==> src/rtl/aes_gf_pkg.sv <==
// Shared GF(2^8) helpers for the AES MixColumns pipeline: reduction polynomial, xtime,
// column byte ordering and mode encoding.
package aes_gf_pkg;

  localparam logic [7:0]  GF_POLY    = 8'h1b;
  localparam int unsigned COL_W      = 32;
  localparam int unsigned COL_BYTES  = 4;
  localparam int unsigned BYTE_W     = 8;
  // Byte b0 sits in the top byte of each column; b3 in the bottom byte.
  localparam int unsigned COL_B0_LSB = 24;

  typedef enum logic {
    MODE_FWD = 1'b0,
    MODE_INV = 1'b1
  } gf_mode_e;

  function automatic logic [7:0] xtime(input logic [7:0] a);
    return {a[6:0], 1'b0} ^ (a[7] ? GF_POLY : 8'h00);
  endfunction

  function automatic int unsigned col_byte_lsb(input int unsigned idx);
    return COL_B0_LSB - BYTE_W * idx;
  endfunction

endpackage

==> src/rtl/gf_col_combine.sv <==
// Combines one column's precomputed byte multiples into its MixColumns result.
// Inverse path is present only when GF_MIXCOL_INV_EN is defined.
module gf_col_combine
  import aes_gf_pkg::*;
(
  input  logic [COL_W-1:0] b_i,
  input  logic [COL_W-1:0] b2_i,
`ifdef GF_MIXCOL_INV_EN
  input  logic [COL_W-1:0] b4_i,
  input  logic [COL_W-1:0] b8_i,
  input  logic             inv_i,
`endif
  output logic [COL_W-1:0] res_o
);

  logic [7:0] b  [COL_BYTES];
  logic [7:0] b2 [COL_BYTES];
`ifdef GF_MIXCOL_INV_EN
  logic [7:0] b4 [COL_BYTES];
  logic [7:0] b8 [COL_BYTES];
`endif

  for (genvar i = 0; i < COL_BYTES; i++) begin : g_byte
    localparam int unsigned I1 = (i + 1) % COL_BYTES;
    localparam int unsigned I2 = (i + 2) % COL_BYTES;
    localparam int unsigned I3 = (i + 3) % COL_BYTES;

    logic [7:0] fwd;

    assign b[i]  = b_i[col_byte_lsb(i) +: 8];
    assign b2[i] = b2_i[col_byte_lsb(i) +: 8];

    // 2*b_i ^ 3*b_(i+1) ^ b_(i+2) ^ b_(i+3)
    assign fwd = b2[i] ^ b2[I1] ^ b[I1] ^ b[I2] ^ b[I3];

`ifdef GF_MIXCOL_INV_EN
    logic [7:0] inv;

    assign b4[i] = b4_i[col_byte_lsb(i) +: 8];
    assign b8[i] = b8_i[col_byte_lsb(i) +: 8];

    // 14 = 8^4^2, 11 = 8^2^1, 13 = 8^4^1, 9 = 8^1
    assign inv = (b8[i] ^ b4[i] ^ b2[i]) ^ (b8[I1] ^ b2[I1] ^ b[I1]) ^
                 (b8[I2] ^ b4[I2] ^ b[I2]) ^ (b8[I3] ^ b[I3]);

    assign res_o[col_byte_lsb(i) +: 8] = (inv_i == MODE_INV) ? inv : fwd;
`else
    assign res_o[col_byte_lsb(i) +: 8] = fwd;
`endif
  end

endmodule

==> src/rtl/gf_mixcol_pipe.sv <==
// Two-stage valid/ready AES (Inv)MixColumns pipeline over NCOL columns per beat.
// Define GF_MIXCOL_INV_EN to add the inverse transform; otherwise every beat is forward.
module gf_mixcol_pipe
  import aes_gf_pkg::*;
#(
  parameter int unsigned NCOL = 4,
  parameter int unsigned DW   = 32 * NCOL
) (
  input  logic          clk,
  input  logic          rst,
  input  logic          in_valid,
  output logic          in_ready,
  input  logic          in_inv,
  input  logic [DW-1:0] in_data,
  output logic          out_valid,
  input  logic          out_ready,
  output logic [DW-1:0] out_data
);

  localparam int unsigned NBYTES = DW / BYTE_W;

  logic adv1, adv2, accept;

  logic          s1_valid_q, s1_valid_d;
  logic [DW-1:0] s1_b_q, s1_b_d;
  logic [DW-1:0] s1_b2_q, s1_b2_d;
  logic [DW-1:0] in_b2;

  logic          s2_valid_q, s2_valid_d;
  logic [DW-1:0] s2_data_q, s2_data_d;
  logic [DW-1:0] comb_res;

`ifdef GF_MIXCOL_INV_EN
  logic          s1_inv_q, s1_inv_d;
  logic [DW-1:0] s1_b4_q, s1_b4_d;
  logic [DW-1:0] s1_b8_q, s1_b8_d;
  logic [DW-1:0] in_b4, in_b8;
`else
  logic unused_in_inv;
  assign unused_in_inv = in_inv;
`endif

  assign adv2     = !s2_valid_q || out_ready;
  assign adv1     = !s1_valid_q || adv2;
  assign in_ready = adv1 && !rst;
  assign accept   = in_valid && in_ready;

  // xtime acts per byte, so byte order within a column does not matter here.
  for (genvar i = 0; i < NBYTES; i++) begin : g_xt
    assign in_b2[BYTE_W*i +: BYTE_W] = xtime(in_data[BYTE_W*i +: BYTE_W]);
`ifdef GF_MIXCOL_INV_EN
    assign in_b4[BYTE_W*i +: BYTE_W] = xtime(in_b2[BYTE_W*i +: BYTE_W]);
    assign in_b8[BYTE_W*i +: BYTE_W] = xtime(in_b4[BYTE_W*i +: BYTE_W]);
`endif
  end

  always_comb begin
    s1_valid_d = s1_valid_q;
    s1_b_d     = s1_b_q;
    s1_b2_d    = s1_b2_q;
`ifdef GF_MIXCOL_INV_EN
    s1_inv_d   = s1_inv_q;
    s1_b4_d    = s1_b4_q;
    s1_b8_d    = s1_b8_q;
`endif
    if (adv1) begin
      s1_valid_d = accept;
    end
    if (accept) begin
      s1_b_d  = in_data;
      s1_b2_d = in_b2;
`ifdef GF_MIXCOL_INV_EN
      s1_inv_d = in_inv;
      s1_b4_d  = in_b4;
      s1_b8_d  = in_b8;
`endif
    end
  end

  for (genvar c = 0; c < NCOL; c++) begin : g_col
    gf_col_combine u_combine (
      .b_i   (s1_b_q[COL_W*c +: COL_W]),
      .b2_i  (s1_b2_q[COL_W*c +: COL_W]),
`ifdef GF_MIXCOL_INV_EN
      .b4_i  (s1_b4_q[COL_W*c +: COL_W]),
      .b8_i  (s1_b8_q[COL_W*c +: COL_W]),
      .inv_i (s1_inv_q),
`endif
      .res_o (comb_res[COL_W*c +: COL_W])
    );
  end

  always_comb begin
    s2_valid_d = s2_valid_q;
    s2_data_d  = s2_data_q;
    if (adv2) begin
      s2_valid_d = s1_valid_q;
      if (s1_valid_q) begin
        s2_data_d = comb_res;
      end
    end
  end

  always_ff @(posedge clk) begin
    if (rst) begin
      s1_valid_q <= 1'b0;
      s1_b_q     <= '0;
      s1_b2_q    <= '0;
`ifdef GF_MIXCOL_INV_EN
      s1_inv_q   <= MODE_FWD;
      s1_b4_q    <= '0;
      s1_b8_q    <= '0;
`endif
      s2_valid_q <= 1'b0;
      s2_data_q  <= '0;
    end else begin
      s1_valid_q <= s1_valid_d;
      s1_b_q     <= s1_b_d;
      s1_b2_q    <= s1_b2_d;
`ifdef GF_MIXCOL_INV_EN
      s1_inv_q   <= s1_inv_d;
      s1_b4_q    <= s1_b4_d;
      s1_b8_q    <= s1_b8_d;
`endif
      s2_valid_q <= s2_valid_d;
      s2_data_q  <= s2_data_d;
    end
  end

  assign out_valid = s2_valid_q;
  assign out_data  = s2_data_q;

endmodule

==> config.mk <==
export PLATFORM = sky130hd
export DESIGN_NAME = gf_mixcol_pipe
export DESIGN_NICKNAME = d
export VERILOG_FILES = /design/src/rtl/aes_gf_pkg.sv /design/src/rtl/gf_col_combine.sv /design/src/rtl/gf_mixcol_pipe.sv
export SDC_FILE = /design/constraint.sdc
export NUM_CORES = 1
export LEC_CHECK = 0
export ABC_CLOCK_PERIOD_IN_PS = 1400
export CAP_MARGIN = 30
export CELL_PAD_IN_SITES_DETAIL_PLACEMENT = 0
export CELL_PAD_IN_SITES_GLOBAL_PLACEMENT = 2
export CORE_ASPECT_RATIO = 0.9
export CORE_MARGIN = 1
export CORE_UTILIZATION = 25
export CTS_BUF_LIST = sky130_fd_sc_hd__clkbuf_16
export DETAILED_ROUTE_END_ITERATION = 16
export GPL_TIMING_DRIVEN = 0
export PLACE_DENSITY = 0.7
export SLEW_MARGIN = 20
export SYNTH_ARGS = -nofsm -noshare
export SYNTH_HDL_FRONTEND = slang
export SYNTH_SLANG_ARGS = --single-unit
==> constraint.sdc <==
create_clock -name clk -period 1.4 [get_ports clk]
set_clock_uncertainty 0.05 [all_clocks]
set_input_delay 0.14 -clock clk [delete_from_list [all_inputs] [get_ports clk]]
set_output_delay 0.14 -clock clk [all_outputs]
set_load 0.02 [all_outputs]
==> Yosys cells after proc, flatten, opt, wreduce, memory -nomap -nowiden <==
Cells that the tools add are included.
{ "totals": {"ff_bits": 386, "input_bits": 133, "out_inout_bits": 130, "word_cells": 109} }
{ "classes": {"mux": 16, "bitwise": 80, "n_reduce_logical": 8} }
{ "op_table": {"columns": ["op", "n"], "rows": [
  ["$xor A8 B8 Y8", 64],
  ["$xor A8 B5 Y8", 16],
  ["$mux W5", 16],
  ["$logic_not A1 Y1", 3],
  ["$logic_and A1 B1 Y1", 2],
  ["$logic_or A1 B1 Y1", 2],
  ["$reduce_and A2 Y1", 1]
]} }

==> Longest topological paths before layout <==
Gate-level depths: netlist of the first run.
{ "logic_depth": {"depth_word": 5, "depth_mapped": 6, "mapped_depth_nobuf": 3} }

==> Cells and area by module <==
Synthesis of the first run repeated with hierarchy kept, for this count alone.
{ "hier_totals": {"cells_unflattened": 1500, "hier_area_um2": 16116.7} }
{ "by_module_without_submodules": {"columns": ["mod", "n_inst", "cells_per_inst", "area_per_inst_um2"], "rows": [
  ["gf_mixcol_pipe", 1, 1208, 12072.8],
  ["gf_col_combine", 4, 73, 1011.0]
]} }

==> Least setup slack after synthesis of the first run <==
Ideal clock, no wire load.
{ "synth_path": {"path_type": "register to register", "from": "register s2_valid_q (netlist: out_valid)", "to": "register s2_data_q[100] (netlist: out_data[100])", "setup_ps": 117, "arrival_ps": 1252, "required_ps": 1233, "path_slack_ps": -19, "stages_incl_launch_ff": 6, "path_buffers": 2, "path_cell_list": "dfxtp_1 nand2b_1 nor3b_2 buf_2 buf_2 a22o_1"} }
{ "synth_via": {"elab_chain_cells": 3} }
{ "synth_lines": {"columns": ["element", "line", "text"], "rows": [
  ["start: declaration", "gf_mixcol_pipe.sv:29", "logic s2_valid_q, s2_valid_d;"],
  ["start signal: assignment", "gf_mixcol_pipe.sv:125", "s2_valid_q <= s2_valid_d;"],
  ["$logic_not A1 Y1", "gf_mixcol_pipe.sv:43", "assign adv2 = !s2_valid_q || out_ready;"],
  ["$logic_or A1 B1 Y1", "gf_mixcol_pipe.sv:43", null],
  ["$reduce_and A2 Y1 (no line)", null, null],
  ["end signal: assignment", "gf_mixcol_pipe.sv:126", "s2_data_q <= s2_data_d;"],
  ["end: declaration", "gf_mixcol_pipe.sv:30", "logic [DW-1:0] s2_data_q, s2_data_d;"]
]} }
Every way passes these cells.
A chain may end at the register's enable or synchronous reset.

==> Final worst setup path of the first run <==
{ "layout_path": {"from": "register s1_valid_q", "to": "output in_ready"} }
{ "layout_via": {"elab_chain_cells": 3} }
{ "layout_lines": {"columns": ["element", "line", "text"], "rows": [
  ["start: declaration", "gf_mixcol_pipe.sv:24", "logic s1_valid_q, s1_valid_d;"],
  ["start signal: assignment", "gf_mixcol_pipe.sv:117", "s1_valid_q <= s1_valid_d;"],
  ["$logic_not A1 Y1", "gf_mixcol_pipe.sv:44", "assign adv1 = !s1_valid_q || adv2;"],
  ["$logic_or A1 B1 Y1", "gf_mixcol_pipe.sv:44", null],
  ["$logic_and A1 B1 Y1", "gf_mixcol_pipe.sv:45", "assign in_ready = adv1 && !rst;"],
  ["end: declaration", "gf_mixcol_pipe.sv:12", "output logic in_ready,"]
]} }
Every way passes these cells.

==> results of run 1 <==
## per-layer routing
metal / vias to the layer above / track usage / part of all wire
met1: 5797 / 0.246 / 0.47
li1: 5660 / - / -
met3: 64 / 0.0385 / 0.048
met4: 6 / 0.0469 / 0.018
met5: - / 0 / 0.00072
met2: 253 / 0.290 / 0.46
## worst max-delay path by stage
stage	startpoint	to	slack, ns	cells past startpoint
2_1_floorplan	out_valid	in_ready	0.05	4
3_3_place_gp	rst	in_ready	-1.84	6
3_5_place_dp	rst	in_ready	-1.84	6
4_1_cts	s1_valid_q	in_ready	-0.50	5
5_1_grt	s1_valid_q	in_ready	-0.49	5
6_report	s1_valid_q	in_ready	-0.45	5
## kinds of logic after synthesis
| kind of cell | synth area share |
|---|---|
| AOI/OAI and AO/OA | 0.180 |
| xor gates and xnor gates | 0.299 |
| DFF | 0.409 |
| and+or+nand+nor | 0.0742 |
| buffers and inverters | 0.0378 |
## stage by stage
stage                     setup WS, ns  std cells  power (µW)  utilization
final                           -0.449       2526       25500        0.356
after global placement           -1.84       2427       15900        0.315
after global routing            -0.493       2525       26600        0.356
after CTS                       -0.501       2520       25800        0.347
after detailed placement         -1.84       2428       15900        0.316
after floorplan                 0.0541       1392       13700            -
## what timing repair did
action | 4_1_cts | 5_1_grt
gates resized for setup | 347 | 155
setup buffers | 21 | 3
hold endpoints to repair | 0 | 0
endpoints found under the setup margin | 436 | 390
pin swaps | 3 | 15
cloned | 6 | 3
## Yosys cell counts (all sizes together)
master   number
xor3          5
xnor3        98
clkbuf       60
a22o        103
inv           1
nor2          4
nor3b         1
xnor2       145
nand3       128
a21oi       114
nand2b       65
dfxtp       306
xor2         91
buf          65
a211oi       48
nor2b         1
o2bb2ai      25
and3b         1
o21ai       128
or2b          1
nand3b        2
## final cells by class
type | instances | area (µm²)
plain buffers | 124 | 945
multi-input cells | 960 | 8550
flip-flops and latches | 306 | 6130
fillers | 5954 | 37900
repair buffers | 295 | 3140
diodes | 1 | 2.50
clock inverters | 24 | 159
clock buffers | 41 | 1030
well taps | 774 | 968
inverters | 1 | 3.75
## flip-flops by register name (all words and copies together), names as in the netlist
name / flops
out_data: 128
out_valid: 1
s1_b_q: 127
s1_valid_q: 1
s1_b2_q: 49
## worst register-to-register path, cell delays in order (launching register included)
cell and delay [ns]:
dfxtp_4 0.36, and3b_2 0.22, buf_4 0.15, nor2_4 0.12, buf_12 0.15, buf_12 0.13
buf_12 0.14, clkbuf_16 0.17, a211oi_1 0.06
## where the power goes
part	switching [µW]	internal (µW)	leakage, µW
combinational	2730	3160	0.00655
clock	3970	5600	0.000601
sequential	652	9380	0.00251
## cell usage in the layout, fill, tap and decap left out, types with 11 or more instances in the layout
cell,count
clkbuf_2,25
clkbuf_1,21
buf_12,13
o2bb2ai_1,25
a22o_1,103
dfxtp_1,302
nand2b_1,65
a211oi_2,34
o21ai_0,98
clkdlybuf4s50_1,130
xnor3_1,98
xnor2_1,134
o21ai_2,14
dlymetal6s2s_1,85
buf_2,78
buf_4,26
nand3_1,128
xnor2_2,11
a211oi_1,13
a21oi_1,112
clkbuf_16,51
xor2_1,90
o21ai_1,16
==> run metrics, run 1 <==
failing checks setup timing; worst reg2reg path endpoint s1_b2_q[49]; Final min period 1.85 ns; Fin Hold WS 0.105 ns; first-pass GRT wire length 80.8 mm; WHS Path Cells 3; drt pass-1 iters 5; worst hold start in_data[1]; Peak Freq 0.541 GHz; FF-to-FF setup slack -0.31 ns; slew margin rel. 0.473; Synth area leader dfxtp_1; worst-path fanout max 5; DR vias/cell 4.66; Critical Path, Cell by Cell and3b_2 > buf_8 > buf_8 > nor2_4 > buf_6; die width 260 µm; final slew viol count 0; Nets 1859; starting density of the core 0.255; DR iter-0 viols 551; Setup crit start kind flop; vias in the first global route 12100; row cnt 84; Worst Tran Pin Value 0.790 ns; hold endpoint s1_b_q[1]; die height 234 µm; worst-skew pair later-pin latency 0.56 ns; initial antenna violation count 3; final wirelength 55.9 mm; R2R Path Start s1_valid_q; Yosys top cell area share 0.409; max-cap check violation count 0; Syn Nets 1525; setup violators final 274; LEAKAGE 0.00966 µW; Req. time, crit path 1.21 ns; Tcrit/Tclk final 1.32; Crit path max-delay family buffers and inverters; Post-CTS Hold Fix Bufs 0; Synth-to-Final Area Change 39.7%; top cells by area, synth dfxtp_1, xnor3_1, xnor2_1; Post-DP Area 18600 µm²; Bufs and invs on worst path 3; Via Count 11800; CP Class flop to output port; slack of the critical path -0.449 ns; gr ovfl total 0; Post-Synthesis Cell Area 15000 µm²; Final Instance Area 20900 µm²; Placer Congestion 0.803; layout cells sized above 1 0.173; Clock transition at path regs 0.06 ns; Setup TNS -43.71 ns; DRC violations left 0; mean post-synth cell area 10.8 µm²; count of cell types in the netlist 27; Max Root-Sink Buffers 3; worst-case reg-to-reg path depth 8; io pins 263; most frequent CP cell buf_8; pwr/cell area 1220 nW/µm²; Crit path largest cell delay 0.36 ns; CTS tree built; Yosys Warn Count 0; core footprint 58900 µm²; #FFs+latches synth 306; ANT nets after route 0; Crit-path slowest cell dfxtp_4; TritonCTS Buffers 38; Post-Synthesis Cells 1392; Hold WC Path Type input pin to flop; Die ar. 60900 µm²; clock root buffer clkbuf_16; IO buf count 261; crit end category output port; outcome finished, violations left; Worst EP arrival 1.66 ns; DP Wirelength 40.8 mm; gr usage total 0.181; Final Hold Viols 0; RSZ-0062 raised after global routing true; # clock sinks 306; peak supply drop 0.648 mV; Wirelength per Cell 22.1 µm; largest net degree at the start of global routing 13; H-tree levels 2; sequential cell area fraction in the yosys report 0.409
Note: power is estimated with default switching activity, not from simulation.
==> run 2: changes to the inputs <==
--- a/config.mk
+++ b/config.mk
@@ -16,6 +16,7 @@
 export DETAILED_ROUTE_END_ITERATION = 16
 export GPL_TIMING_DRIVEN = 0
 export PLACE_DENSITY = 0.7
+export SKIP_LAST_GASP = 1
 export SLEW_MARGIN = 20
 export SYNTH_ARGS = -nofsm -noshare
 export SYNTH_HDL_FRONTEND = slang
==> run metrics, run 2 (synthesis gave the netlist of run 1 again) <==
FF/Latch Area 6130 µm² (unchanged); outcome finished, violations left (unchanged); failing checks setup timing (unchanged); slew margin rel. 0.498 (was 0.473); clock root buffer clkbuf_16 (unchanged); commonest non-fill, non-tap cells in the layout dfxtp_1, clkdlybuf4s50_1, xnor2_1 (was dfxtp_1, xnor2_1, clkdlybuf4s50_1); Synth-to-Final Area Change 40.5% (was 39.7%); Post-CTS Hold Fix Bufs 0 (unchanged); Peak Freq 0.538 GHz (was 0.541 GHz); LEAKAGE 0.00997 µW (was 0.00966 µW); IO buf count 261 (unchanged); die width 260 µm (unchanged); Final Hold Viols 0 (unchanged); Fillers 5936 (was 5954); DR vias/cell 4.67 (was 4.66); max-cap check violation count 0 (unchanged); # clock sinks 306 (unchanged); Seq pwr share 0.393 (about the same); drt pass-1 iters 5 (unchanged); Sw Share 0.287 (was 0.288); CTS tree built (unchanged); worst hold start in_data[1] (unchanged); Worst EP arrival 1.67 ns (was 1.66 ns); Max Root-Sink Buffers 3 (unchanged); core footprint 58900 µm² (unchanged); DP Wirelength 40.8 mm (unchanged); gr ovfl total 0 (unchanged); first-pass GRT wire length 80.8 mm (about the same); worst reg2reg path endpoint s1_b2_q[49] (unchanged); switching pwr 7330 µW (was 7350 µW); Final min period 1.86 ns (was 1.85 ns); final wirelength 55.8 mm (was 55.9 mm); Nets 1859 (unchanged); gr usage total 0.181 (about the same); Internal 18200 µW (was 18100 µW); H-tree levels 2 (unchanged); worst setup path start s1_valid_q (unchanged); die height 234 µm (unchanged); largest net degree at the start of global routing 13 (unchanged); row cnt 84 (unchanged); Tot Pwr 25500 µW (about the same); DR iter-0 viols 609 (was 551); Clock transition at path regs 0.06 ns (about the same); TritonCTS Buffers 38 (unchanged); starting density of the core 0.255 (unchanged); worst-path fanout max 5 (unchanged); Hold WC Path Type input pin to flop (unchanged); Tcrit/Tclk final 1.33 (was 1.32); vias in the first global route 12100 (about the same); slack of the critical path -0.458 ns (was -0.449 ns); Final Instance Area 21100 µm² (was 20900 µm²); FF-to-FF setup slack -0.30 ns (was -0.31 ns); io pins 263 (unchanged); ANT nets after route 0 (unchanged); DRC violations left 0 (unchanged); peak supply drop 0.641 mV (was 0.648 mV); Placer Congestion 0.803 (unchanged); Fin Hold WS 0.105 ns (about the same); worst-case reg-to-reg path depth 8 (unchanged); Setup crit start kind flop (unchanged); Logic pwr share 0.232 (was 0.231); layout cells sized above 1 0.148 (was 0.173); max reg flops 128 (unchanged); Worst Tran Pin Value 0.753 ns (was 0.790 ns); Req. time, crit path 1.21 ns (about the same); initial antenna violation count 3 (unchanged); worst-skew pair later-pin latency 0.56 ns (about the same); Via Count 11800 (about the same); final slew viol count 0 (unchanged); CP endpoint in_ready (unchanged); RSZ-0062 raised after global routing true (unchanged); setup violators final 284 (was 274); CP Class flop to output port (unchanged); R2R Path Start s1_valid_q (unchanged); most common cell after layout, fill and taps aside dfxtp_1 (unchanged); pwr/cell area 1210 nW/µm² (was 1220 nW/µm²); Die ar. 60900 µm² (unchanged); Wirelength per Cell 22.1 µm (about the same); Clock Power Share 0.375 (about the same); Post-DP Area 18600 µm² (unchanged); multi-input combinational cell area 8490 µm² (was 8550 µm²); crit end category output port (unchanged)
==> run 2: changes by cell type in the layout (fill, tap and decap cells not counted), sizes merged <==
| cell | previous run | this run |
|---|---|---|
| clkdlybuf4s50 | 130 | 136 |
| clkbuf | 107 | 123 |
| buf | 135 | 93 |
| clkdlybuf4s15 | 2 | 0 |
| dlymetal6s2s | 85 | 107 |
==> run 2: critical path: stages, from the launching register on <==
cell and delay [ns]:
dfxtp_4 0.36, and3b_2 0.22, buf_8 0.14, buf_8 0.12
nor2_4 0.13, buf_6 0.13
==> run 2: layer usage <==
layer / up-vias / GRT usage / part of all wire
li1: 5654 / - / -
met1: 5820 / 0.246 / 0.47
met2: 257 / 0.290 / 0.46
met3: 66 / 0.0387 / 0.049
met4: 6 / 0.0469 / 0.018
met5: - / 0 / 0.00072
==> run 2: worst min-delay path by stage <==
stage,endpoint,slack (ns),cells after the start
after CTS,s1_b_q[105],0.07,3
final,s1_b_q[1],0.10,3
after global placement,out_data[127],0.40,1
after global routing,s1_b_q[105],0.11,3
after detailed placement,out_data[91],0.40,1
after floorplan,s1_valid_q,0.21,2
==> run 2: cell type report <==
| type | count | area share |
|---|---|---|
| Antenna cell | 1 | 0.000119 |
| Buffer | 124 | 0.0447 |
| Clock buffer | 41 | 0.0487 |
| Clock inverter | 24 | 0.00755 |
| Inverter | 1 | 0.000178 |
| Multi-Input combinational cell | 960 | 0.403 |
| Sequential cell | 306 | 0.291 |
| Tap cell | 774 | 0.0460 |
| Timing Repair Buffer | 295 | 0.158 |
==> run 2: power by group through the flow <==
| stage | clock [µW] | combinational (µW) | sequential (µW) |
|---|---|---|---|
| floorplan | 0 | 3300 | 10400 |
| CTS | 9870 | 6000 | 10000 |
| finish | 9570 | 5930 | 10000 |
| global placement | 0 | 5670 | 10200 |
| detailed placement | 0 | 5700 | 10200 |
| global route | 10200 | 6360 | 10100 |
==> run 2: metrics by stage <==
step | setup TNS (ns) | setup WS [ns] | utilization | cells
floorplan | 0 | 0.0541 | - | 1392
global placement | -279.41 | -1.84 | 0.315 | 2427
detailed placement | -281.48 | -1.84 | 0.316 | 2428
CTS | -93.52 | -0.502 | 0.350 | 2520
global route | -70.16 | -0.493 | 0.358 | 2525
finish | -47.26 | -0.458 | 0.358 | 2526
==> run 2: what timing repair did <==
action | in CTS | in global routing
setup buffers | 21 | 3
gates cloned | 6 | 3
endpoints found under the setup margin | 436 | 432
resized for setup | 160 | 182
pin swaps | 3 | 2
==> run 3: changes to the inputs <==
--- a/config.mk
+++ b/config.mk
@@ -11,11 +11,11 @@
 export CELL_PAD_IN_SITES_GLOBAL_PLACEMENT = 2
 export CORE_ASPECT_RATIO = 0.9
 export CORE_MARGIN = 1
-export CORE_UTILIZATION = 25
+export CORE_UTILIZATION = 31
 export CTS_BUF_LIST = sky130_fd_sc_hd__clkbuf_16
 export DETAILED_ROUTE_END_ITERATION = 16
 export GPL_TIMING_DRIVEN = 0
-export PLACE_DENSITY = 0.7
+export PLACE_DENSITY = 0.83
 export SKIP_LAST_GASP = 1
 export SLEW_MARGIN = 20
 export SYNTH_ARGS = -nofsm -noshare
==> run metrics, run 3 (synthesis gave the netlist of run 1 again) <==
FF-to-FF setup slack -0.38 ns (was -0.30 ns); worst hold start in_data[30] (was in_data[1]); Worst Tran Pin Value 0.617 ns (was 0.753 ns); worst-case reg-to-reg path depth 9 (was 8); Synth-to-Final Area Change 40.1% (was 40.5%); most common cell after layout, fill and taps aside dfxtp_1 (unchanged); starting density of the core 0.314 (was 0.255); RSZ-0062 raised after global routing true (unchanged); Via Count 11900 (was 11800); final slew viol count 0 (unchanged); ANT nets after route 0 (unchanged); worst setup path start out_valid (was s1_valid_q); initial antenna violation count 2 (was 3); WHS Path Cells 3 (unchanged); IO buf count 261 (unchanged); slack of the critical path -0.435 ns (was -0.458 ns); Tot Pwr 24600 µW (was 25500 µW); clock root buffer clkbuf_16 (unchanged); Req. time, crit path 1.21 ns (about the same); crit end category output port (unchanged); pwr/cell area 1170 nW/µm² (was 1210 nW/µm²); die height 211 µm (was 234 µm); worst-path fanout max 4 (was 5); max-cap check violation count 0 (unchanged); drt pass-1 iters 11 (was 5); R2R Path Start out_valid (was s1_valid_q); n_diodes 0 (was 1); CTS tree built (unchanged); Final Hold Viols 0 (unchanged); setup violators final 314 (was 284); gr usage total 0.213 (was 0.181); Setup TNS -68.97 ns (was -47.26 ns); worst-skew pair later-pin latency 0.55 ns (was 0.56 ns); DR iter-0 viols 639 (was 609); LEAKAGE 0.00967 µW (was 0.00997 µW); Crit path max-delay family buffers and inverters (unchanged); Max Root-Sink Buffers 3 (unchanged); H-tree levels 2 (unchanged); hold endpoint s1_b_q[30] (was s1_b_q[1]); Clock transition at path regs 0.06 ns (about the same); Worst EP arrival 1.65 ns (was 1.67 ns); TritonCTS Buffers 37 (was 38); final core occ 0.440 (was 0.358); pre-CTS setup slack -1.73 ns (was -1.84 ns); first-pass GRT wire length 77.5 mm (was 80.8 mm); DP Wirelength 37.7 mm (was 40.8 mm); final wirelength 53.1 mm (was 55.8 mm); max reg flops 128 (unchanged); layout cells sized above 1 0.158 (was 0.148); row cnt 76 (was 84); DRC violations left 0 (unchanged); slew margin rel. 0.588 (was 0.498); core footprint 47700 µm² (was 58900 µm²); Bufs and invs on worst path 3 (unchanged); Crit path largest cell delay 0.34 ns (was 0.36 ns); CP Class flop to output port (unchanged); Final min period 1.84 ns (was 1.86 ns); die width 234 µm (was 260 µm); DR vias/cell 4.98 (was 4.67); Fin Hold WS 0.0988 ns (was 0.105 ns); outcome finished, violations left (unchanged); failing checks setup timing (unchanged); Peak Freq 0.545 GHz (was 0.538 GHz); gr ovfl total 0 (unchanged); # clock sinks 306 (unchanged); Tcrit/Tclk final 1.31 (was 1.33); Nets 1874 (was 1859); vias in the first global route 12100 (about the same); Crit-path slowest cell dfxtp_2 (was dfxtp_4); Setup crit start kind flop (unchanged); Fillers 4582 (was 5936); commonest non-fill, non-tap cells in the layout dfxtp_1, clkdlybuf4s50_1, xnor2_1 (unchanged); peak supply drop 0.687 mV (was 0.641 mV); Placer Congestion 0.836 (was 0.803); Wirelength per Cell 22.3 µm (was 22.1 µm); Die ar. 49200 µm² (was 60900 µm²); io pins 263 (unchanged); Critical Path, Cell by Cell and3b_2 > buf_12 > buf_8 > nor2_4 > buf_6 (was and3b_2 > buf_8 > buf_8 > nor2_4 > buf_6); worst reg2reg path endpoint s1_b_q[45] (was s1_b2_q[49]); largest net degree at the start of global routing 12 (was 13); Hold WC Path Type input pin to flop (unchanged)
==> run 3: routing by layer <==
layer / global-route usage / vias up / share of wire
met5: 0 / - / 0.00045
met4: 0.0596 / 4 / 0.022
met3: 0.0307 / 71 / 0.042
met2: 0.341 / 287 / 0.46
met1: 0.298 / 5849 / 0.48
li1: - / 5661 / -
==> run 3: final cells by class <==
type	count	area, µm²	area share
clock buffers	37	926	0.0441
clock inverters	23	95.1	0.00453
flip-flops and latches	306	6140	0.293
multi-input cells	960	8530	0.407
well taps	624	781	0.0372
inverters	1	3.75	0.000179
repair buffers	314	3540	0.169
plain buffers	121	966	0.0460
==> run 3: per-stage QoR <==
step,cells,instance area [µm²]
final,2386,21000
after detailed placement,2277,18400
after global placement,2277,18400
after floorplan,1392,15000
after global routing,2386,21000
after CTS,2371,20300
==> run 3: what timing repair did <==
action / CTS / global route
hold buffers: 0 / 0
cloned: 10 / 4
pin swaps: 4 / 21
resized for setup: 179 / 245
buffers inserted: 25 / 18
setup endpoints to repair: 434 / 436
==> run 3: how the worst max path moves through the flow <==
stage	endpoint	slack [ns]	depth (start not counted)
floorplan	in_ready	0.05	4
global placement	in_ready	-1.71	6
detailed placement	in_ready	-1.73	6
CTS	in_ready	-0.45	5
global route	in_ready	-0.47	5
finish	in_ready	-0.44	5
==> run 3: worst register-to-register path: stages, from the launching register on <==
cell and delay, ns:
dfxtp_2 0.34, and3b_2 0.25, buf_4 0.14, buf_6 0.11, nor2_4 0.13, buf_12 0.14, buf_12 0.15, buf_4 0.13
clkbuf_16 0.12, o21ai_0 0.09
==> run 3: power by group <==
group / total (µW) / switching [µW] / leakage [µW] / internal [µW]
sequential: 10000 / 662 / 0.00251 / 9380
clock: 8530 / 3790 / 0.000535 / 4750
combinational: 6020 / 2680 / 0.00662 / 3330
